File: config.mk
export PLATFORM = sky130hd
export DESIGN_NAME = key_event_queue_flat
export DESIGN_NICKNAME = d
export VERILOG_FILES = /design/src/rtl/key_event_queue_pkg.sv /design/src/rtl/key_event_queue_if.sv /design/src/rtl/key_event_queue_fifo_fwft.sv /design/src/rtl/key_event_queue.sv /design/src/flat_wrapper.sv
export SDC_FILE = /design/constraint.sdc
export NUM_CORES = 1
export LEC_CHECK = 0
export ABC_AREA = 0
export CORE_MARGIN = 2
export CORE_UTILIZATION = 64
export CTS_CLUSTER_DIAMETER = 200
export DETAILED_ROUTE_END_ITERATION = 10
export GPL_TIMING_DRIVEN = 0
export PLACE_DENSITY = 0.86
export SYNTH_ARGS = -nofsm -noshare
export SYNTH_HDL_FRONTEND = slang
export SYNTH_SLANG_ARGS = --single-unit
File: constraint.sdc
create_clock -name clk_sys -period 6.8 [get_ports clk_sys]
set_input_delay 1.02 -clock clk_sys [delete_from_list [all_inputs] [get_ports clk_sys]]
set_output_delay 1.02 -clock clk_sys [all_outputs]
set_load 0.02 [all_outputs]
File: src/rtl/key_event_queue_pkg.sv
// Shared types and ps2_key field positions for the key event queue.
package key_queue_pkg;

  localparam int KEY_EVENT_W     = 10;
  localparam int KEY_TOGGLE_BIT  = 10;
  localparam int KEY_PRESSED_BIT = 9;
  localparam int KEY_EXT_BIT     = 8;

  typedef struct packed {
    logic       pressed;
    logic       extended;
    logic [7:0] code;
  } key_event_t;

endpackage

File: src/rtl/key_event_queue_if.sv
// Bundle of the ps2_key input, CPU pop side and status of the key event queue.
interface key_event_queue_if #(
  parameter int DEPTH = 16
);
  localparam int ADDR_W = $clog2(DEPTH);

  logic [10:0]     ps2_key;
  logic            rd;
  logic [9:0]      dout;
  logic            empty;
  logic [ADDR_W:0] count;
  logic            overflow;
  logic            ovf_clr;

  modport master (
    output ps2_key, rd, ovf_clr,
    input  dout, empty, count, overflow
  );

  modport slave (
    input  ps2_key, rd, ovf_clr,
    output dout, empty, count, overflow
  );
endinterface

File: src/rtl/key_event_queue_fifo_fwft.sv
// Generic first-word-fall-through queue: register storage, asynchronous read of
// a registered read pointer; a push into a full queue succeeds only alongside a pop.
module fifo_fwft #(
  parameter int WIDTH = 10,
  parameter int DEPTH = 16
) (
  input  logic                       clk_i,
  input  logic                       rst_i,
  input  logic                       push_i,
  input  logic                       pop_i,
  input  logic [WIDTH-1:0]           din_i,
  output logic [WIDTH-1:0]           dout_o,
  output logic                       empty_o,
  output logic                       full_o,
  output logic [$clog2(DEPTH):0]     count_o
);
  localparam int ADDR_W = $clog2(DEPTH);

  logic [WIDTH-1:0]  mem_q [DEPTH];
  logic [ADDR_W-1:0] rptr_q, rptr_d;
  logic [ADDR_W-1:0] wptr_q, wptr_d;
  logic [ADDR_W:0]   count_q, count_d;
  logic              push_ok, pop_ok;

  assign empty_o = (count_q == '0);
  assign full_o  = (count_q == (ADDR_W+1)'(DEPTH));
  assign pop_ok  = pop_i && !empty_o;
  assign push_ok = push_i && (!full_o || pop_ok);

  always_comb begin
    rptr_d  = rptr_q;
    wptr_d  = wptr_q;
    count_d = count_q;
    if (pop_ok)  rptr_d = rptr_q + 1'b1;
    if (push_ok) wptr_d = wptr_q + 1'b1;
    unique case ({push_ok, pop_ok})
      2'b10:   count_d = count_q + 1'b1;
      2'b01:   count_d = count_q - 1'b1;
      default: count_d = count_q;
    endcase
  end

  always_ff @(posedge clk_i or posedge rst_i) begin
    if (rst_i) begin
      rptr_q  <= '0;
      wptr_q  <= '0;
      count_q <= '0;
    end else begin
      rptr_q  <= rptr_d;
      wptr_q  <= wptr_d;
      count_q <= count_d;
    end
  end

  // Storage carries no reset; the output is forced to zero while nothing is held.
  always_ff @(posedge clk_i) begin
    if (push_ok) mem_q[wptr_q] <= din_i;
  end

  assign dout_o  = empty_o ? '0 : mem_q[rptr_q];
  assign count_o = count_q;

endmodule

File: src/rtl/key_event_queue.sv
// Turns toggle-encoded ps2_key words into queued key events with a sticky overflow flag.
// Define KEY_QUEUE_REPEAT_FILTER_EN to discard typematic repeats of the last make code.
module key_event_queue
  import key_queue_pkg::*;
#(
  parameter int DEPTH = 16
) (
  input  logic           clk_sys,
  input  logic           reset,
  key_event_queue_if.slave bus
);
  localparam int ADDR_W = $clog2(DEPTH);

  key_event_t      ev;
  key_event_t      fifo_dout;
  logic [ADDR_W:0] fifo_count;
  logic            tog, evt_det, push_req, drop, full, empty;
  logic            primed_q, primed_d;
  logic            last_tog_q, last_tog_d;
  logic            ovf_q, ovf_d;

  assign ev      = key_event_t'(bus.ps2_key[KEY_PRESSED_BIT:0]);
  assign tog     = bus.ps2_key[KEY_TOGGLE_BIT];
  assign evt_det = primed_q && (tog != last_tog_q);

`ifdef KEY_QUEUE_REPEAT_FILTER_EN
  logic [8:0] last_make_q, last_make_d;
  logic       lm_vld_q, lm_vld_d;
  logic       match;

  assign match    = lm_vld_q && ({ev.extended, ev.code} == last_make_q);
  assign push_req = evt_det && !(ev.pressed && match);

  always_comb begin
    last_make_d = last_make_q;
    lm_vld_d    = lm_vld_q;
    if (evt_det) begin
      if (ev.pressed) begin
        last_make_d = {ev.extended, ev.code};
        lm_vld_d    = 1'b1;
      end else if (match) begin
        lm_vld_d    = 1'b0;
      end
    end
  end

  always_ff @(posedge clk_sys or posedge reset) begin
    if (reset) begin
      last_make_q <= '0;
      lm_vld_q    <= 1'b0;
    end else begin
      last_make_q <= last_make_d;
      lm_vld_q    <= lm_vld_d;
    end
  end
`else
  assign push_req = evt_det;
`endif

  // A full queue only loses the event when the CPU is not popping the same cycle.
  assign drop = push_req && full && !bus.rd;

  always_comb begin
    primed_d   = 1'b1;
    last_tog_d = (!primed_q || evt_det) ? tog : last_tog_q;
    ovf_d      = ovf_q;
    if (drop)             ovf_d = 1'b1;
    else if (bus.ovf_clr) ovf_d = 1'b0;
  end

  always_ff @(posedge clk_sys or posedge reset) begin
    if (reset) begin
      primed_q   <= 1'b0;
      last_tog_q <= 1'b0;
      ovf_q      <= 1'b0;
    end else begin
      primed_q   <= primed_d;
      last_tog_q <= last_tog_d;
      ovf_q      <= ovf_d;
    end
  end

  fifo_fwft #(
    .WIDTH (KEY_EVENT_W),
    .DEPTH (DEPTH)
  ) u_fifo (
    .clk_i   (clk_sys),
    .rst_i   (reset),
    .push_i  (push_req),
    .pop_i   (bus.rd),
    .din_i   (ev),
    .dout_o  (fifo_dout),
    .empty_o (empty),
    .full_o  (full),
    .count_o (fifo_count)
  );

  assign bus.dout     = fifo_dout;
  assign bus.empty    = empty;
  assign bus.count    = fifo_count;
  assign bus.overflow = ovf_q;

endmodule
File: src/flat_wrapper.sv
// flat-port wrapper written by rule: the top's interface ports become plain ports
module key_event_queue_flat import key_queue_pkg::*;
#(
  parameter int DEPTH = 16
)
  (clk_sys, reset, bus_ps2_key, bus_rd, bus_ovf_clr, bus_dout, bus_empty, bus_count, bus_overflow);
  key_event_queue_if #(.DEPTH(DEPTH)) bus_i ();
  input  logic clk_sys;
  input  logic reset;
  input wire logic [$bits(bus_i.ps2_key)-1:0] bus_ps2_key;
  input wire logic [$bits(bus_i.rd)-1:0] bus_rd;
  input wire logic [$bits(bus_i.ovf_clr)-1:0] bus_ovf_clr;
  output wire logic [$bits(bus_i.dout)-1:0] bus_dout;
  output wire logic [$bits(bus_i.empty)-1:0] bus_empty;
  output wire logic [$bits(bus_i.count)-1:0] bus_count;
  output wire logic [$bits(bus_i.overflow)-1:0] bus_overflow;
  assign bus_i.ps2_key = bus_ps2_key;
  assign bus_i.rd = bus_rd;
  assign bus_i.ovf_clr = bus_ovf_clr;
  assign bus_dout = bus_i.dout;
  assign bus_empty = bus_i.empty;
  assign bus_count = bus_i.count;
  assign bus_overflow = bus_i.overflow;
  key_event_queue #(.DEPTH(DEPTH)) u_core (.clk_sys(clk_sys), .reset(reset), .bus(bus_i));
endmodule
==> key figures <==
Worst hold path
  • Hold crit path type: reg -> reg
  • Endpoint, Worst Hold: u_core.bus.overflow
  • Hold Path Stages: 2
  • Min-Delay Startpoint: u_core.bus.overflow

Floorplanning
  • I/O Pins: 32
  • # rows: 38
  • Full die area: ~0.012 mm^2
  • Die Y-Extent: between 100 and 150 um
  • Core area: about 0.011 mm^2
  • Die Wd: between 100 and 150 um
  • Starting Density: 65.2%

CTS
  • CTS Sinks: 176
  • Reg clk slew, reported paths: approximately 70 ps
  • Htree depth: 4
  • CTS resizes: 0
  • CTS Root Cell: clkbuf_8
  • Clock latency on the worst-skew pair: about 530 ps
  • Clock tree buffer depth: 2
  • CTS tree: yes
  • CTS Hold Bufs: 0
  • Total CTS buffers: 17
  • Post-CTS setup buffer count: 0

Yosys
  • Post-Syn Area per Cell: between 15 and 20 um^2
  • Prevailing post-synth register cell: edfxtp_1
  • Ys async rst share: around 9.1%
  • Area leader, netlist: edfxtp_1
  • Register area share after synthesis: roughly three quarters
  • Cell variety after synth: between 40 and 50
  • Most area-consuming cells after synthesis: edfxtp_1 69%, mux4_2 13%, dfrtp_1 5.7%
  • Post-synthesis cell area: roughly 0.007 mm^2
  • Post-synth EDFFs: 160
  • Flops & latches, synth: approximately 180
  • Most common cell in the netlist: edfxtp_1
  • Area share of the largest cell type after synthesis: around 70%
  • YS warnings: 0
  • Synthesized instance count: about 350
  • Net Count, Synth: 374
  • Synth top cells by count: 160 x edfxtp_1, 40 x mux4_2, 20 x a22oi_1

Routing
  • WL final: 15.1 mm
  • Drc violations: 0
  • Pre-Repair DR Iteration Count: 5
  • Via Count: around 3700
  • DR vias/cell: roughly 6.7
  • WL per Instance: 27.2 um
  • Iteration-0 DRC Markers: 374
  • Detail Route Antenna Nets: 0

Timing
  • Final setup fails: 0
  • Worst-margin pin slew: approximately 1100 ps
  • Fmax: ~230 MHz
  • Final Hold Slack: 529 ps
  • Fin. Hold Viols: 0
  • Sum Neg Setup Slack: 0 ps
  • Pins Over Slew Limit: 0
  • RSZ-0062 raised after global routing: false
  • Relative slew slack: between 20% and 30%
  • Final Critical Period: 4390 ps
  • Final period util: approximately 65%
  • Setup Skew: 13.0 ps

Finish
  • Register Area: roughly 0.0052 mm^2
  • # nets final: 425
  • # fillers: slightly below 600
  • N_diodes: 0
  • Share of layout cells above drive strength 1: between 20% and 30%
  • Layout Cells excl Fill: roughly 560
  • Area Overhead vs Synth: 14.9%
  • Multi-input logic area: approximately 0.0017 mm^2

GRT
  • First-pass GRT wire length: 22.8 mm
  • Vias in the first global route: 3730
  • Tot GR Track Use: between 20 and 30%
  • Maximum number of pins on one net before global-route repair: 17
  • Initial antenna violation count: 0
  • GR Overflow Total: 0

Setup path
  • Max stage delay cell, worst path: mux4_2
  • R2R cell count: 6
  • Crit. End Element: output pin
  • Worst path arrival time: between 3000 and 4000 ps
  • Worst path max stage delay: about 570 ps
  • Crit Reg-Reg Startpoint: u_core.last_tog_q
  • Worst path cell trace: clkbuf_1 > buf_2 > mux4_2 > a22oi_1 > a21oi_1 > clkdlybuf4s50_1
  • Worst reg2reg setup slack: between 3000 and 4000 ps
  • CP Class: reg -> out
  • CP required: about 5800 ps
  • FF-to-FF End: u_core.u_fifo.mem_q[1][7]
  • Crit-path max FO: 10
  • Critical Path Source Type: flip-flop

Place
  • Placed cells: about 520
  • Gp weighted congestion: a little under 0.9
  • Post-DP HPWL: 9.55 mm
  • IO buf count: 31

Pwr
  • Leakage: roughly 2.6 nW
  • Worst VDD drop: around 300 uV
  • Power per cell area: around 420 mW/mm^2

Outcome
  • Status: complete, no violations

Job
  • Max-cap viol count: 0
-- cells in the final DEF, fill, tap and decap left out, drive strengths merged, types with 5 or more instances in the layout --
cell type      count
nand2              8
inv               10
mux4              40
edfxtp           160
nor3               5
ha                 7
a21oi             12
dfrtp             16
clkdlybuf4s50     31
clkinv             8
xor2               5
clkbuf            27
buf               13
nor2              17
xnor2              6
a22oi             20
-- state kept, by name (all words and copies together), names as in the netlist --
name	flops
u_core.u_fifo.count_o	5
u_core.u_fifo.mem_q	160
u_core.last_tog_q	1
u_core.bus.overflow	1
u_core.u_fifo.rptr_q	4
u_core.u_fifo.wptr_q	4
u_core.primed_q	1
-- routing by layer --
metal,up-vias,global-route usage [%],part of all wire (%)
met5,-,0,0
met4,0,10.2,2.6
met2,284,45.3,52
li1,1543,-,-
met1,1867,38.4,35
met3,31,6.99,11
-- logic make-up (layout without fill, tap and decap cells) --
logic type,after synthesis,after routing,synth area share [%]
AOI/OAI and AO/OA,46,46,4.90
adders and majority gates,7,7,1.25
muxes,42,42,13.2
DFF,176,176,74.3
other,1,1,0.0536
xor gates and xnor gates,11,11,1.38
buffers and inverters,26,90,1.91
and+or+nand+nor,43,43,2.93
-- area by class of cell --
type	instances	share of cell area (%)
Buffer	20	1.38
Clock inverter	13	1.31
Inverter	6	0.280
Clock buffer	19	5.37
Timing Repair Buffer	32	3.92
Multi-Input combinational cell	150	20.9
Tap cell	140	2.18
Sequential cell	176	64.7
-- stage by stage --
stage          cell area [um^2]  total power [mW]  setup WS [ps]  utilization [%]
2_1_floorplan              7000              2.10           3660                -
3_3_place_gp               7490              2.46           2810             69.7
3_5_place_dp               7490              2.52           2690             69.7
4_1_cts                    8030              3.40           2400             74.7
5_1_grt                    8040              3.53           2280             74.9
6_report                   8040              3.40           2410             74.9
-- worst max-delay path by stage --
| stage | from | endpoint |
|---|---|---|
| finish | u_core.u_fifo.rptr_q[0] | bus_dout[1] |
| global route | u_core.u_fifo.rptr_q[0] | bus_dout[6] |
| CTS | u_core.u_fifo.rptr_q[0] | bus_dout[1] |
| detailed placement | bus_ps2_key[10] | u_core.u_fifo.mem_q[0][7] |
| global placement | bus_ps2_key[10] | u_core.u_fifo.mem_q[1][1] |
| floorplan | bus_ps2_key[10] | u_core.u_fifo.count_o[4] |
-- where the power goes --
part	total, mW	switching, mW	leakage, nW	internal [mW]
logic	1.20	0.662	0.725	0.536
registers	1.34	0.0633	1.63	1.27
clock network	0.867	0.402	0.264	0.465
total	3.40	1.13	2.62	2.27
-- critical path: cells and delay by family (launching register included) --
family / cells / cell delay, ps
buf+inv: 3 / 1360
compound gates: 2 / 550
flops: 1 / 350
mux: 1 / 570
No activity file was read; power rests on OpenSTA's default activity.
